===== src/rtl/uart_tx.sv =====
// UART transmitter: a byte FIFO feeds an 8N1 serialiser, sent LSB first on tx_p.
// The serialiser advances one bit per baud_1_x_p tick and runs back-to-back frames with no idle gap.
module uart_tx #(
  parameter int FIFO_DEPTH_c  = 16,
  parameter int FIFO_ADDR_W_c = 4
) (
  input  logic                     clk210_p,
  input  logic                     reset_p,
  input  logic                     baud_1_x_p,
  input  logic [7:0]               fifo_tx_din_p,
  input  logic                     fifo_tx_wr_en_p,
  output logic                     fifo_tx_full_p,
  output logic                     fifo_tx_empty_p,
  output logic [FIFO_ADDR_W_c:0]   fifo_tx_data_count_p,
  output logic                     fifo_tx_overflow_p,
  output logic                     tx_p,
  output logic                     tx_busy_p,
  output logic                     transmit_done_p
);

  localparam logic [FIFO_ADDR_W_c:0]   DEPTH_c   = (FIFO_ADDR_W_c+1)'(FIFO_DEPTH_c);
  localparam logic [FIFO_ADDR_W_c:0]   CNT_ONE_c = (FIFO_ADDR_W_c+1)'(1);
  localparam logic [FIFO_ADDR_W_c-1:0] PTR_ONE_c = FIFO_ADDR_W_c'(1);

  typedef enum logic [1:0] {
    IDLE,
    START,
    DATA,
    STOP
  } state_t;

  state_t                   state;
  logic [7:0]               mem [FIFO_DEPTH_c];
  logic [FIFO_ADDR_W_c-1:0] wr_ptr;
  logic [FIFO_ADDR_W_c-1:0] rd_ptr;
  logic [FIFO_ADDR_W_c:0]   count;
  logic [7:0]               shift;
  logic [2:0]               bit_cnt;
  logic                     wr_accept;
  logic                     pop;

  assign fifo_tx_full_p       = (count == DEPTH_c);
  assign fifo_tx_empty_p      = (count == '0);
  assign fifo_tx_data_count_p = count;

  // Pop happens on the tick that launches a start bit, from IDLE or straight out of STOP.
  always_comb begin
    wr_accept = fifo_tx_wr_en_p && !fifo_tx_full_p;
    pop       = baud_1_x_p && !fifo_tx_empty_p && ((state == IDLE) || (state == STOP));
  end

  always_ff @(posedge clk210_p) begin
    if (wr_accept) begin
      mem[wr_ptr] <= fifo_tx_din_p;
    end
  end

  always_ff @(posedge clk210_p) begin
    if (!reset_p) begin
      wr_ptr             <= '0;
      rd_ptr             <= '0;
      count              <= '0;
      fifo_tx_overflow_p <= 1'b0;
    end else begin
      if (wr_accept) begin
        wr_ptr <= wr_ptr + PTR_ONE_c;
      end
      if (pop) begin
        rd_ptr <= rd_ptr + PTR_ONE_c;
      end
      if (fifo_tx_wr_en_p && fifo_tx_full_p) begin
        fifo_tx_overflow_p <= 1'b1;
      end
      case ({wr_accept, pop})
        2'b10:   count <= count + CNT_ONE_c;
        2'b01:   count <= count - CNT_ONE_c;
        default: count <= count;
      endcase
    end
  end

  // The shift register moves right so the next data bit is always at shift[0].
  always_ff @(posedge clk210_p) begin
    if (!reset_p) begin
      state           <= IDLE;
      tx_p            <= 1'b1;
      tx_busy_p       <= 1'b0;
      transmit_done_p <= 1'b0;
      shift           <= '0;
      bit_cnt         <= '0;
    end else begin
      transmit_done_p <= 1'b0;
      if (baud_1_x_p) begin
        case (state)
          IDLE: begin
            if (pop) begin
              shift     <= mem[rd_ptr];
              tx_p      <= 1'b0;
              tx_busy_p <= 1'b1;
              state     <= START;
            end else begin
              tx_p      <= 1'b1;
              tx_busy_p <= 1'b0;
            end
          end
          START: begin
            tx_p    <= shift[0];
            shift   <= {1'b0, shift[7:1]};
            bit_cnt <= '0;
            state   <= DATA;
          end
          DATA: begin
            if (bit_cnt != 3'd7) begin
              bit_cnt <= bit_cnt + 3'd1;
              tx_p    <= shift[0];
              shift   <= {1'b0, shift[7:1]};
            end else begin
              tx_p  <= 1'b1;
              state <= STOP;
            end
          end
          STOP: begin
            transmit_done_p <= 1'b1;
            if (pop) begin
              shift <= mem[rd_ptr];
              tx_p  <= 1'b0;
              state <= START;
            end else begin
              tx_p      <= 1'b1;
              tx_busy_p <= 1'b0;
              state     <= IDLE;
            end
          end
          default: begin
            tx_p      <= 1'b1;
            tx_busy_p <= 1'b0;
            state     <= IDLE;
          end
        endcase
      end
    end
  end

endmodule


===== config.mk =====
export PLATFORM = sky130hd
export DESIGN_NAME = uart_tx
export DESIGN_NICKNAME = d
export VERILOG_FILES = /design/src/rtl/uart_tx.sv
export SDC_FILE = /design/constraint.sdc
export NUM_CORES = 1
export LEC_CHECK = 0
export CAP_MARGIN = 25
export CORE_UTILIZATION = 60
export CTS_CLUSTER_SIZE = 16
export DETAILED_ROUTE_END_ITERATION = 8
export GPL_ROUTABILITY_DRIVEN = 0
export PLACE_DENSITY = 0.81
export RECOVER_POWER = 25
export SYNTH_ARGS = -nofsm -noshare
export SYNTH_HDL_FRONTEND = slang
export SYNTH_SLANG_ARGS = --single-unit

===== constraint.sdc =====
create_clock -name clk210_p -period 4.5 [get_ports clk210_p]
set_clock_uncertainty 0.2 [all_clocks]
set_input_delay 0.9 -clock clk210_p [delete_from_list [all_inputs] [get_ports clk210_p]]
set_output_delay 0.9 -clock clk210_p [all_outputs]
set_load 0.005 [all_outputs]

==> out/qor.yml <==
power:
  vdd.ir_drop.worst_mv: 0.355
  p_int_uw: 2990
  power.share.clock_pct: 35.2
  p_seq_share_pct: 45.0
  total_power_uw: 4070
  leakagePower_uw: 0.00251
  p_per_area_mw_per_mm2: 535
  p_sw_uw: 1090
  switching_share_pct: 26.7
  combPwrFrac_pct: 19.8
worst_setup_path:
  r2r-end: "fifo_tx_data_count_p[4]"
  critPathLaunch: "state[0]"
  reg2regPathDepth: 12
  crit-reg2reg-launch: "state[0]"
  cp-start-kind: "flip-flop"
  worstPathArrival_ns: 3.67
  cp_max_fo: 18
  cp-endpoint: "fifo_tx_data_count_p[4]"
  required_ns: 4.77
  r2r_slack_ns: 1.10
  crit_type: "reg2reg"
  critPathCaptureType: "flip-flop"
sta:
  max_slew.worst_pin.slew_ns: 0.932
  final_hold_viol_count: 0
  setup_viol: 0
  finalWorstSetupSlack_ns: 1.10
  timing.final.crit_share_pct: 75.6
  fin_crit_ns: 3.40
  rsz0062_at_grt: "no"
  max_slew_margin_pct: 37.8
  setup_tns_ns: 0
  finalMaxSlewViolations: 0
  fmax_mhz: 294
clocking:
  cts_buffers: 17
  path_clk_slew_ns: 0.06
  ctsHoldBuffers: 0
  htree_levels: 4
  clkLatencyLatePin_ns: 0.54
  clockBufferDepth: 2
  cts_sinks: 162
  cts_resized: 0
  clock-root-buffer: "clkbuf_8"
  cts_setup_buffers: 0
  cts_tree: "built"
route:
  routed_wl_mm: 13.8
  drt_iter0_drc: 307
  drtPass1Iterations: 5
  routed-via-count: 3781
  viasPerCell: 6.25
  wl_per_cell_microns: 22.8
  drc_errors: 0
  ant_nets: 0
floorplanning:
  coreArea_sq_mm: 0.0108
  die_y_microns: 107
  dieWidth_microns: 107
  initial_core_util_pct: 61.6
  rows: 38
  ioPinCount: 23
  fp.dieArea_sq_mm: 0.0116
cells_and_area:
  seqCellArea_sq_mm: 0.00453
  instances_no_fill: 605
  post-route-util_pct: 70.2
  antenna_cells: 0
  drive_gt1_share_pct: 16.6
  nFillCells: 692
  multiInputGateArea_sq_mm: 0.00199
  area_growth_pct: 14.0
  fin_nets: 480
synth:
  yosys_warnings: 0
  ys_ff_latch: 162
  synthFlopType: "edfxtp_1"
  ys_types: 53
  seq_area_frac_synth_pct: 67.8
  async_reset_ff_share_pct: 0
  synth_edf_count: 128
  syn_area_per_cell_sq_um: 15.6
  postSynthNetCount: 455
  syn_inst: 427
  synth_area_sq_mm: 0.00668
grt:
  grt-ovfl-total: 0
  grt_max_degree: 32
  gr-usage-all-layers_pct: 26.0
  grt_pass1_wl_mm: 21.0
  antenna_found_initial: 0
  first_global_vias: 3784
placement:
  hpwlAfterDp_mm: 8.32
  io_buffers: 22
  dp_slack_ns: 0.669
  dp.cells: 573
min_path:
  min_path_type: "reg2reg"
outcome:
  outcome: "complete, no violations"
flow_run:
  drv_cap: 0
-- worst max-delay path, stage by stage (launching register included) --
cell and delay (ns):
dfxtp_1 0.40, inv_1 0.10, ha_1 0.59, a211oi_2 0.30, buf_4 0.19, ha_1 0.34, xor2_1 0.19, ha_1 0.20
nor2_1 0.06, nor3b_1 0.19, o21ai_0 0.14, a31oi_1 0.23, mux2i_1 0.20
-- metal layers --
metal / vias to the layer above / track usage [%] / wire, microns
met5: - / 0 / 0
met3: 35 / 6.11 / 899
met1: 1884 / 33.0 / 5450
met4: 0 / 13.6 / 443
li1: 1702 / - / -
met2: 160 / 41.7 / 6980
-- final cells by class --
type                       count  share of cell area, %
clock buffer                  31                   7.81
clock inverter                 1                 0.0987
inverter                      12                  0.592
multi-input combinational    231                   26.2
sequential                   162                   59.5
tap                          140                   2.30
timing repair buffer          28                   3.49
-- sequential cells by signal (all words and copies together) (netlist names), named ones only --
register / count
tx_busy_p: 1
fifo_tx_data_count_p: 5
mem: 128
bit_cnt: 3
transmit_done_p: 1
fifo_tx_overflow_p: 1
tx_p: 1
wr_ptr: 4
state: 2
rd_ptr: 4
shift: 8
-- cells by family (layout without fill, tap and decap cells) --
logic type	after synthesis	in the layout	share of synthesized area (%)
flops	162	162	67.8
buf+inv	34	72	2.36
mux	41	41	11.2
compound gates	73	73	8.08
simple gates	91	91	6.32
fa+ha+maj	16	16	3.00
xor+xnor	10	10	1.31
-- power by group through the flow --
stage	combinational [uW]	clock [uW]	sequential (uW)
floorplan	590	0	1810
global placement	773	0	1860
detailed placement	797	0	1860
CTS	808	1450	1830
global route	879	1500	1850
finish	806	1440	1830
-- cell usage after synthesis, types with 3 or more instances --
cell       number  area share (%)
edfxtp_1      128              58
mux2_2          8             1.3
o31a_1          6            0.79
a2111oi_0       6            0.79
o21ai_0        16             1.2
buf_2           5            0.37
a221oi_1        7            0.92
nand2b_1        3            0.28
clkbuf_1       10            0.56
nor3_1          4            0.30
a21oi_1         7            0.52
mux4_2         26             8.8
xor2_1          8             1.0
a31oi_1         8            0.75
nand2_1        20             1.1
nor2b_1         6            0.56
a22o_1          3            0.39
mux2i_1         7             1.0
dfxtp_1        34              10
a22oi_1         4            0.45
ha_1           16             3.0
inv_1          12            0.67
nor2_1         45             2.5
-- how the worst min path moves through the flow --
stage	to	slack (ns)	cells past startpoint	from
2_1_floorplan	shift[1]	0.22	2	shift[1]
3_3_place_gp	shift[3]	0.23	2	shift[3]
3_5_place_dp	shift[6]	0.25	2	shift[6]
4_1_cts	shift[6]	0.26	2	shift[6]
5_1_grt	shift[3]	0.29	2	shift[3]
6_report	shift[6]	0.26	2	shift[6]
-- metrics by stage --
stage                     hold WS [ns]  instance area [sq um]
after floorplan                  0.225                   6680
after global placement           0.234                   7010
after detailed placement         0.247                   7010
after CTS                        0.262                   7610
after global routing             0.288                   7610
final                            0.262                   7610
-- cell usage in the layout, fill, tap and decap left out, types with 8 or more instances in the layout --
| cell type | count |
|---|---|
| edfxtp_1 | 128 |
| nor2_1 | 45 |
| dfxtp_1 | 32 |
| mux4_2 | 26 |
| clkbuf_16 | 21 |
| nand2_1 | 20 |
| o21ai_0 | 16 |
| ha_1 | 16 |
| clkdlybuf4s50_1 | 16 |
| inv_1 | 12 |
| xor2_1 | 8 |
| a31oi_1 | 8 |
| mux2_2 | 8 |
Note: power is estimated with default switching activity, not from simulation.
